--- config.mk ---
export PLATFORM = sky130hd
export DESIGN_NAME = rmw_engine
export DESIGN_NICKNAME = d
export VERILOG_FILES = /design/src/rtl/rmw_engine.sv
export SDC_FILE = /design/constraint.sdc
export NUM_CORES = 1
export LEC_CHECK = 0
export CAP_MARGIN = 0
export CORE_UTILIZATION = 29
export DETAILED_ROUTE_END_ITERATION = 8
export PLACE_DENSITY = 0.5
export SYNTH_ARGS = -nofsm -noshare
export SYNTH_HDL_FRONTEND = slang
export SYNTH_SLANG_ARGS = --single-unit
--- constraint.sdc ---
create_clock -name clk -period 3.1 [get_ports clk]
set_input_delay 0.62 -clock clk [delete_from_list [all_inputs] [get_ports clk]]
set_output_delay 0.62 -clock clk [all_outputs]
set_load 0.05 [all_outputs]
--- src/rtl/rmw_engine.sv ---
// Read-modify-write engine: reads one memory word, applies ADD/SUB/XOR/SATADD with the request operand, writes it back.
// Latency: accept -> READ 1 cycle -> MODIFY MOD_LAT cycles -> WRITE 1 cycle -> result valid; accept-to-accept is 4+MOD_LAT minimum.
// Backpressure: one transaction in flight; ready_in only in IDLE; DONE holds valid_out until ready_out, and requests are not queued.
module rmw_engine #(
  parameter int DATA_W  = 8,
  parameter int ADDR_W  = 4,
  parameter int MOD_LAT = 1
) (
  input  logic              clk,
  input  logic              rst,
  input  logic              valid_in,
  output logic              ready_in,
  input  logic [ADDR_W-1:0] addr_in,
  input  logic [DATA_W-1:0] operand_in,
  input  logic [1:0]        op_in,
  output logic [ADDR_W-1:0] mem_addr,
  output logic              mem_re,
  input  logic [DATA_W-1:0] mem_rdata,
  output logic              mem_we,
  output logic [DATA_W-1:0] mem_wdata,
  output logic              valid_out,
  input  logic              ready_out,
  output logic [DATA_W-1:0] result_out,
  output logic [ADDR_W-1:0] addr_out,
  output logic              reload,
  output logic              busy
);

  localparam int CNT_W = $clog2(MOD_LAT + 1);

  typedef enum logic [2:0] {
    S_IDLE,
    S_READ,
    S_MODIFY,
    S_WRITE,
    S_DONE
  } state_t;

  state_t              r_state;
  logic [ADDR_W-1:0]   r_addr;
  logic [DATA_W-1:0]   r_operand;
  logic [DATA_W-1:0]   r_old;
  logic [1:0]          r_op;
  logic [CNT_W-1:0]    r_cnt;

  logic                w_first;
  logic [DATA_W-1:0]   w_old;
  logic [DATA_W:0]     w_sum;
  logic [DATA_W-1:0]   w_result;

  // The counter is loaded with MOD_LAT on entry, so a full count marks the first MODIFY cycle.
  // Read data is only guaranteed on that cycle, so it is used directly there (needed when MOD_LAT=1).
  assign w_first = (r_cnt == CNT_W'(MOD_LAT));
  assign w_old   = w_first ? mem_rdata : r_old;
  assign w_sum   = {1'b0, w_old} + {1'b0, r_operand};

  // Operation select; the carry-out of the widened sum drives the saturating clamp.
  always_comb begin
    w_result = '0;
    case (r_op)
      2'b00:   w_result = w_sum[DATA_W-1:0];
      2'b01:   w_result = w_old - r_operand;
      2'b10:   w_result = w_old ^ r_operand;
      default: w_result = w_sum[DATA_W] ? '1 : w_sum[DATA_W-1:0];
    endcase
  end

  // Control FSM; all outputs are registered and set on the transition into the state that owns them.
  always_ff @(posedge clk) begin
    if (rst) begin
      r_state    <= S_IDLE;
      r_addr     <= '0;
      r_operand  <= '0;
      r_old      <= '0;
      r_op       <= '0;
      r_cnt      <= '0;
      ready_in   <= 1'b1;
      busy       <= 1'b0;
      mem_re     <= 1'b0;
      mem_we     <= 1'b0;
      mem_addr   <= '0;
      mem_wdata  <= '0;
      reload     <= 1'b0;
      valid_out  <= 1'b0;
      result_out <= '0;
      addr_out   <= '0;
    end else begin
      // Strobes and memory buses default low/zero every cycle.
      mem_re    <= 1'b0;
      mem_we    <= 1'b0;
      reload    <= 1'b0;
      mem_addr  <= '0;
      mem_wdata <= '0;
      case (r_state)
        S_IDLE: begin
          if (valid_in && ready_in) begin
            r_addr    <= addr_in;
            r_operand <= operand_in;
            r_op      <= op_in;
            r_state   <= S_READ;
            ready_in  <= 1'b0;
            busy      <= 1'b1;
            mem_re    <= 1'b1;
            mem_addr  <= addr_in;
          end
        end
        S_READ: begin
          r_state <= S_MODIFY;
          r_cnt   <= CNT_W'(MOD_LAT);
        end
        S_MODIFY: begin
          if (w_first) begin
            r_old <= mem_rdata;
          end
          if (r_cnt == CNT_W'(1)) begin
            r_state   <= S_WRITE;
            r_cnt     <= '0;
            mem_we    <= 1'b1;
            mem_addr  <= r_addr;
            mem_wdata <= w_result;
            reload    <= 1'b1;
          end else begin
            r_cnt <= r_cnt - CNT_W'(1);
          end
        end
        S_WRITE: begin
          r_state    <= S_DONE;
          valid_out  <= 1'b1;
          result_out <= mem_wdata;
          addr_out   <= r_addr;
        end
        S_DONE: begin
          if (ready_out) begin
            r_state   <= S_IDLE;
            valid_out <= 1'b0;
            ready_in  <= 1'b1;
            busy      <= 1'b0;
          end
        end
        default: begin
          r_state <= S_IDLE;
        end
      endcase
    end
  end

endmodule
# [Word-level counts from Yosys, hierarchy flattened]
# Index checks and enable logic that the tools add are counted.
[totals] out_inout_bits=30 ff_bits=55 input_bits=26
[op_classes] addsub=3 mux=21 n_reduce_logical=13 eq_ne=9 n_bitwise=4
[ops] operator="one-hot mux 8 bit (3 select lines)" count=1
[ops] operator="2-to-1 mux 8 bit" count=2
[ops] operator="one-hot mux 3 bit (5 select lines)" count=1
[ops] operator="adder 8 x 8 -> 9 bit" count=1
[ops] operator="2-to-1 mux 3 bit" count=3
[ops] operator="2-to-1 mux 4 bit" count=2
[ops] operator="one-hot mux 1 bit (2 select lines)" count=4
[ops] operator="one-hot mux 4 bit (2 select lines)" count=1
[ops] operator="subtractor 8 bit" count=1
[ops] operator="XOR 8 bit" count=1
[ops] operator="2-to-1 mux 1 bit" count=7
[ops] operator="== test 3 x 2 -> 1 bit (second input constant)" count=2
[ops] operator="inequality test 2 bit (second input constant)" count=3
[ops] operator="AND reduction 3 bit" count=2
[ops] operator="nonzero test 2 bit" count=3
[ops] operator="AND reduction 2 bit" count=2
[ops] operator="OR reduction 2 bit" count=2
[ops] operator="== test 3 x 1 -> 1 bit (second input constant)" count=1
[ops] operator="== test 3 bit (second input constant)" count=1
[ops] operator="zero test 3 bit" count=1
[ops] operator="NOT 1 bit" count=3
[ops] operator="OR reduction 3 bit" count=1
[ops] operator="== test 2 x 1 -> 1 bit (second input constant)" count=1
[ops] operator="== test 2 bit (second input constant)" count=1
[ops] operator="other kinds (3)" count=3

# [Longest topological paths before layout]
# Gate-level depths: netlist of run 1.
[depth] word_depth=4 depth_mapped=12 depth_no_buf=11

# [Least setup slack after synthesis of run 1]
# OpenSTA, ideal clock, no wires.
[synth_path] path_kind="register to register" from="register r_cnt" to="register mem_wdata[5]" arrival_ns=2.295 path_buffers=1 path_stages_with_launch=11 slack_ns=0.685 synth_period_minus_slack_ns=2.415 cell_sequence="dfxtp_1 > buf_2 > mux2i_1 > inv_1 > ha_1 > nand2b_1 > a221oi_2 > o21ai_0 > nor2b_1 > mux2i_1 > o31a_1"
[synth_between] elab_chain_len=4 word_cells_on_any_way=8 cone_classes="2 x add/sub; 3 x mux; 2 x bitwise; 1 x reduce/logical"
[synth_rtl] item="from (decl)" line_no="44" source="logic [CNT_W-1:0] r_cnt;"
[synth_rtl] item="from (signal assigned)" line_no="109" source="r_cnt <= CNT_W'(MOD_LAT);"
[synth_rtl] item="from (signal assigned)" line_no="123" source="r_cnt <= r_cnt - CNT_W'(1);"
[synth_rtl] item="2-to-1 mux 8 bit *"
[synth_rtl] item="via w_old[1]" line_no="47" source="logic [DATA_W-1:0] w_old;"
[synth_rtl] item="adder 8 x 8 -> 9 bit" line_no="55" source="assign w_sum = {1'b0, w_old} + {1'b0, r_operand};"
[synth_rtl] item="2-to-1 mux 8 bit" line_no="64" source="default: w_result = w_sum[DATA_W] ? '1 : w_sum[DATA_W-1:0];"
[synth_rtl] item="one-hot mux 8 bit (3 select lines) *" line_no="60" source="case (r_op)"
[synth_rtl] item="to (signal assigned)" line_no="120" source="mem_wdata <= w_result;"
[synth_rtl] item="to (decl)" line_no="20" source="output logic [DATA_W-1:0] mem_wdata,"
# Mark *: on every way through the listed nets, which the timed path passes. The rest lies on a longest branch.
# A chain may end at the register's enable or synchronous reset.

# [Final worst setup path of run 1]
# Ends and elaborated chain as after synthesis.

==> impl_metrics.yaml, run 1 <==
worst_setup_path:
  slowest_stage: "dfxtp_1"
  worstPathRequired_ns: 3.31
  path_max_fanout: 9
  reg2reg_to: "mem_wdata[5]"
  cp_cell_sequence: "mux2i_1 > inv_1 > ha_1 > inv_1 > fa_1 > nor2_1 > o311ai_1 > a31oi_1 > nor2_2 > o22ai_1 > o31a_1"
  cpMostUsedCell: "inv_1"
  r2r_start: "r_cnt"
  r2r_slack_ns: 0.33
  crit_path_max_incr_delay_ns: 0.61
  crit_arrival_ns: 2.99
  cp.buffers_inverters: 2
  reg2reg_depth: 11
  start_kind: "flip-flop"
  path_class: "flip-flop to flip-flop"
  cpLargestDelayFamily: "compound AO/OA/AOI/OAI gates"
  critPathCaptureType: "flip-flop"
layout:
  fillerInstances: 991
  finalInstanceArea_mm2: 0.003602
  syn_to_final_growth_pct: 27.11
  insertedDiodeCount: 0
  fin_nets: 437
  layoutNonFillerInstCount: 521
  drive_gt1_share_pct: 8.418
clocking:
  cts_tree: "yes"
  cts_setup_buffers: 0
  cts_sinks: 55
  insertion_delay_ns: 0.32
  htree_num_levels: 2
  holdBufCountCts: 0
  cts_resized: 0
  clk_path_buf_depth: 2
  clkTransAtPathRegs_ns: 0.11
  cts_made_buffers: 5
  clockRootBuffer: "clkbuf_8"
grt:
  grt_util_met1_pct: 18.94
  use_met2_pct: 22.76
  grt-ovfl-total: 0
  grt_use_met3_pct: 2.358
  antenna_found_initial: 0
  grt_pass1_vias: 2329
  busiest_layer: "met2"
  grt_max_degree: 26
  grtUsageTotal_pct: 14.00
  grt_pass1_wl_um: 11140
sta:
  min_period_over_period_pct: 89.46
  hold_viol: 0
  fin_skew_ns: 0.008058
  fin_tns_setup_ns: 0
  period_needed_ns: 2.773
  fmax_mhz: 360.6
  slew_viol_final: 0
  rsz0062_at_grt: "false"
  fin_ws_ns: 0.3267
  timing.slew.headroom_pct: 57.71
  tightest_slew_ns: 0.6344
  final-setup-viol-count: 0
synth:
  synth_area_leaders: "dfxtp_1 39%, nand2_1 8.9%, a21oi_1 7.9%"
  synthTopCellsByCount: "67 x nand2_1, 55 x dfxtp_1, 45 x a21oi_1"
  synth_enable_flop_cells: 0
  yosysWarnings: 0
  ys_seq_area_share_pct: 38.85
  netlist.top_cell.by_area: "dfxtp_1"
  avgSynthCellArea_um2: 8.286
  synth.cell_area_mm2: 0.002834
  synthMuxAreaShare_pct: 6.269
  synth_cell_type_count: 47
  synth_compound_area_share_pct: 17.00
  synth_most_common_cell: "nand2_1"
  synth_top_family_by_area: "simple AND/OR/NAND/NOR gates"
  synth_seq_cells: 55
  synth_nets: 388
  synth_fa_ha_area_share_pct: 9.360
  syn_inst: 342
  synthSimpleGateAreaFrac_pct: 19.51
  synth_top_area_share_pct: 38.85
  ys.flop_type: "dfxtp_1"
  synthArstFlopShare_pct: 0
  synthXorXnorAreaFrac_pct: 3.091
min_path:
  min_path_type: "flip-flop to flip-flop"
  whs_path_depth: 2
  hold_path_end: "result_out[3]"
  min_from: "mem_wdata[3]"
placed_design:
  post-place-ws_ns: 0.03939
  port_buffers: 55
  dpl-instance-area_mm2: 0.003506
  hpwl_um: 5053
  placedCellCount: 513
  gp_congestion: 0.8705
drt:
  via_count: 2385
  routedWlPerCell_um: 12.62
  vias_per_cell: 4.578
  drt_wl_total_um: 6573
  drt_iter0_drc: 78
  drc: 0
  drtPass1Iterations: 4
  antenna_left: 0
power_and_ir_drop:
  p_switching_mw: 0.6016
  p_sw_share_pct: 34.40
  clkPwrFrac_pct: 24.8
  total_power_mw: 1.749
  p_per_area_mw_per_mm2: 485.5
  vdd_drop_max_mv: 0.2246
  internal_power_mw: 1.147
  pwr-share-comb_pct: 30.0
  p_leak_nw: 1.351
  seq_power_share_pct: 45.2
floorplan:
  initial_core_util_pct: 30.24
  die_area_mm2: 0.01017
  die_h_um: 100.9
  ios: 56
  core_area_mm2: 0.009371
  num_rows: 35
  dieWidth_um: 100.9
run:
  drv_cap: 0
run_status:
  status: "completed"
[worst min-delay path: stages, from the launching register on]
cell and delay, ns:
dfxtp_1 0.33, nand2_1 0.05, a21oi_1 0.05
[cells in the final DEF (no fill, tap or decap), types with 2 or more instances in the layout]
cell             count
a211oi_1             3
a21o_1               2
a21oi_1             45
a31oi_1              6
buf_4                8
clkbuf_8             5
clkdlybuf4s50_1     55
dfxtp_1             55
fa_1                 2
ha_1                18
inv_1               18
mux2_2               6
mux2i_1             11
nand2_1             67
nand2b_1             5
nand3_1              2
nand3b_1             4
nor2_1              21
nor2_2               2
nor2b_1              4
nor3_1               7
o21ai_0              7
o21bai_1             2
o221ai_1             3
or3_1                2
xnor2_1              9
[metrics by stage]
stage	util [%]	hold WS, ns
global placement	37.41	0.4433
detailed placement	37.41	0.4463
global route	38.44	0.4797
floorplan	-	0.4454
finish	38.44	0.4598
CTS	38.44	0.4593
[cells by family (layout without fill, tap and decap cells)]
family,count (synthesis),after routing
adder cells (fa/ha/maj),20,20
AND/OR/NAND/NOR,122,122
XOR/XNOR,10,10
flip-flops,55,55
multiplexers,17,17
buffers and inverters,39,89
AO/OA/AOI/OAI,79,79
[flip-flops by register name, summed over array words and instances (netlist names)]
name,flops
r_operand,8
mem_wdata,8
valid_out,1
busy,1
r_addr,4
r_op,2
r_state,3
mem_re,1
result_out,8
addr_out,4
reload,1
mem_addr,4
r_old,8
r_cnt,1
ready_in,1
[power groups by stage]
stage | logic, mW | registers, mW | clock network [mW]
final | 0.525 | 0.790 | 0.434
after CTS | 0.529 | 0.791 | 0.451
after global routing | 0.577 | 0.799 | 0.482
after detailed placement | 0.524 | 0.807 | 0
after global placement | 0.525 | 0.806 | 0
after floorplan | 0.360 | 0.817 | 0
[metal layers]
metal,routed length [um],vias to the layer above,share of wire (%)
met5,0,-,0
met4,96,0,1.5
met3,209,9,3.2
met2,2931,47,45
met1,3335,1081,51
li1,-,1248,-
[layout make-up]
cell class | instances | area, um2 | area share [%]
timing repair buffer | 63 | 610.6 | 16.95
clock buffer | 5 | 68.82 | 1.910
multi-input combinational | 248 | 1565 | 43.45
clock inverter | 3 | 27.53 | 0.7642
sequential | 55 | 1101 | 30.57
inverter | 18 | 67.56 | 1.876
tap | 129 | 161.4 | 4.481
[worst max-delay path by stage]
stage	endpoint	start	slack [ns]	cells after the start
2_1_floorplan	mem_wdata[5]	r_cnt	0.68	10
3_5_place_dp	mem_wdata[5]	mem_rdata[0]	0.04	12
4_1_cts	mem_wdata[5]	r_cnt	0.34	11
5_1_grt	mem_wdata[0]	r_cnt	0.12	10
3_3_place_gp	mem_wdata[5]	mem_rdata[0]	0.09	12
6_report	mem_wdata[5]	r_cnt	0.33	11
Note: power is estimated with default switching activity, not from simulation.
==> inputs of run 2 (changes only) <==
--- a/config.mk
+++ b/config.mk
@@ -9,6 +9,7 @@
 export CORE_UTILIZATION = 29
 export DETAILED_ROUTE_END_ITERATION = 8
 export PLACE_DENSITY = 0.5
+export SLEW_MARGIN = 5
 export SYNTH_ARGS = -nofsm -noshare
 export SYNTH_HDL_FRONTEND = slang
 export SYNTH_SLANG_ARGS = --single-unit
==> results of run 2 <==
Same layout as run 1: the final DEF is identical, and so are final timing and power.
==> inputs of run 3 (changes only) <==
--- a/config.mk
+++ b/config.mk
@@ -8,6 +8,7 @@
 export CAP_MARGIN = 0
 export CORE_UTILIZATION = 29
 export DETAILED_ROUTE_END_ITERATION = 8
+export GPL_ROUTABILITY_DRIVEN = 1
 export PLACE_DENSITY = 0.5
 export SLEW_MARGIN = 5
 export SYNTH_ARGS = -nofsm -noshare
==> results of run 3 <==
Same layout as run 1: the final DEF is identical, and so are final timing and power.
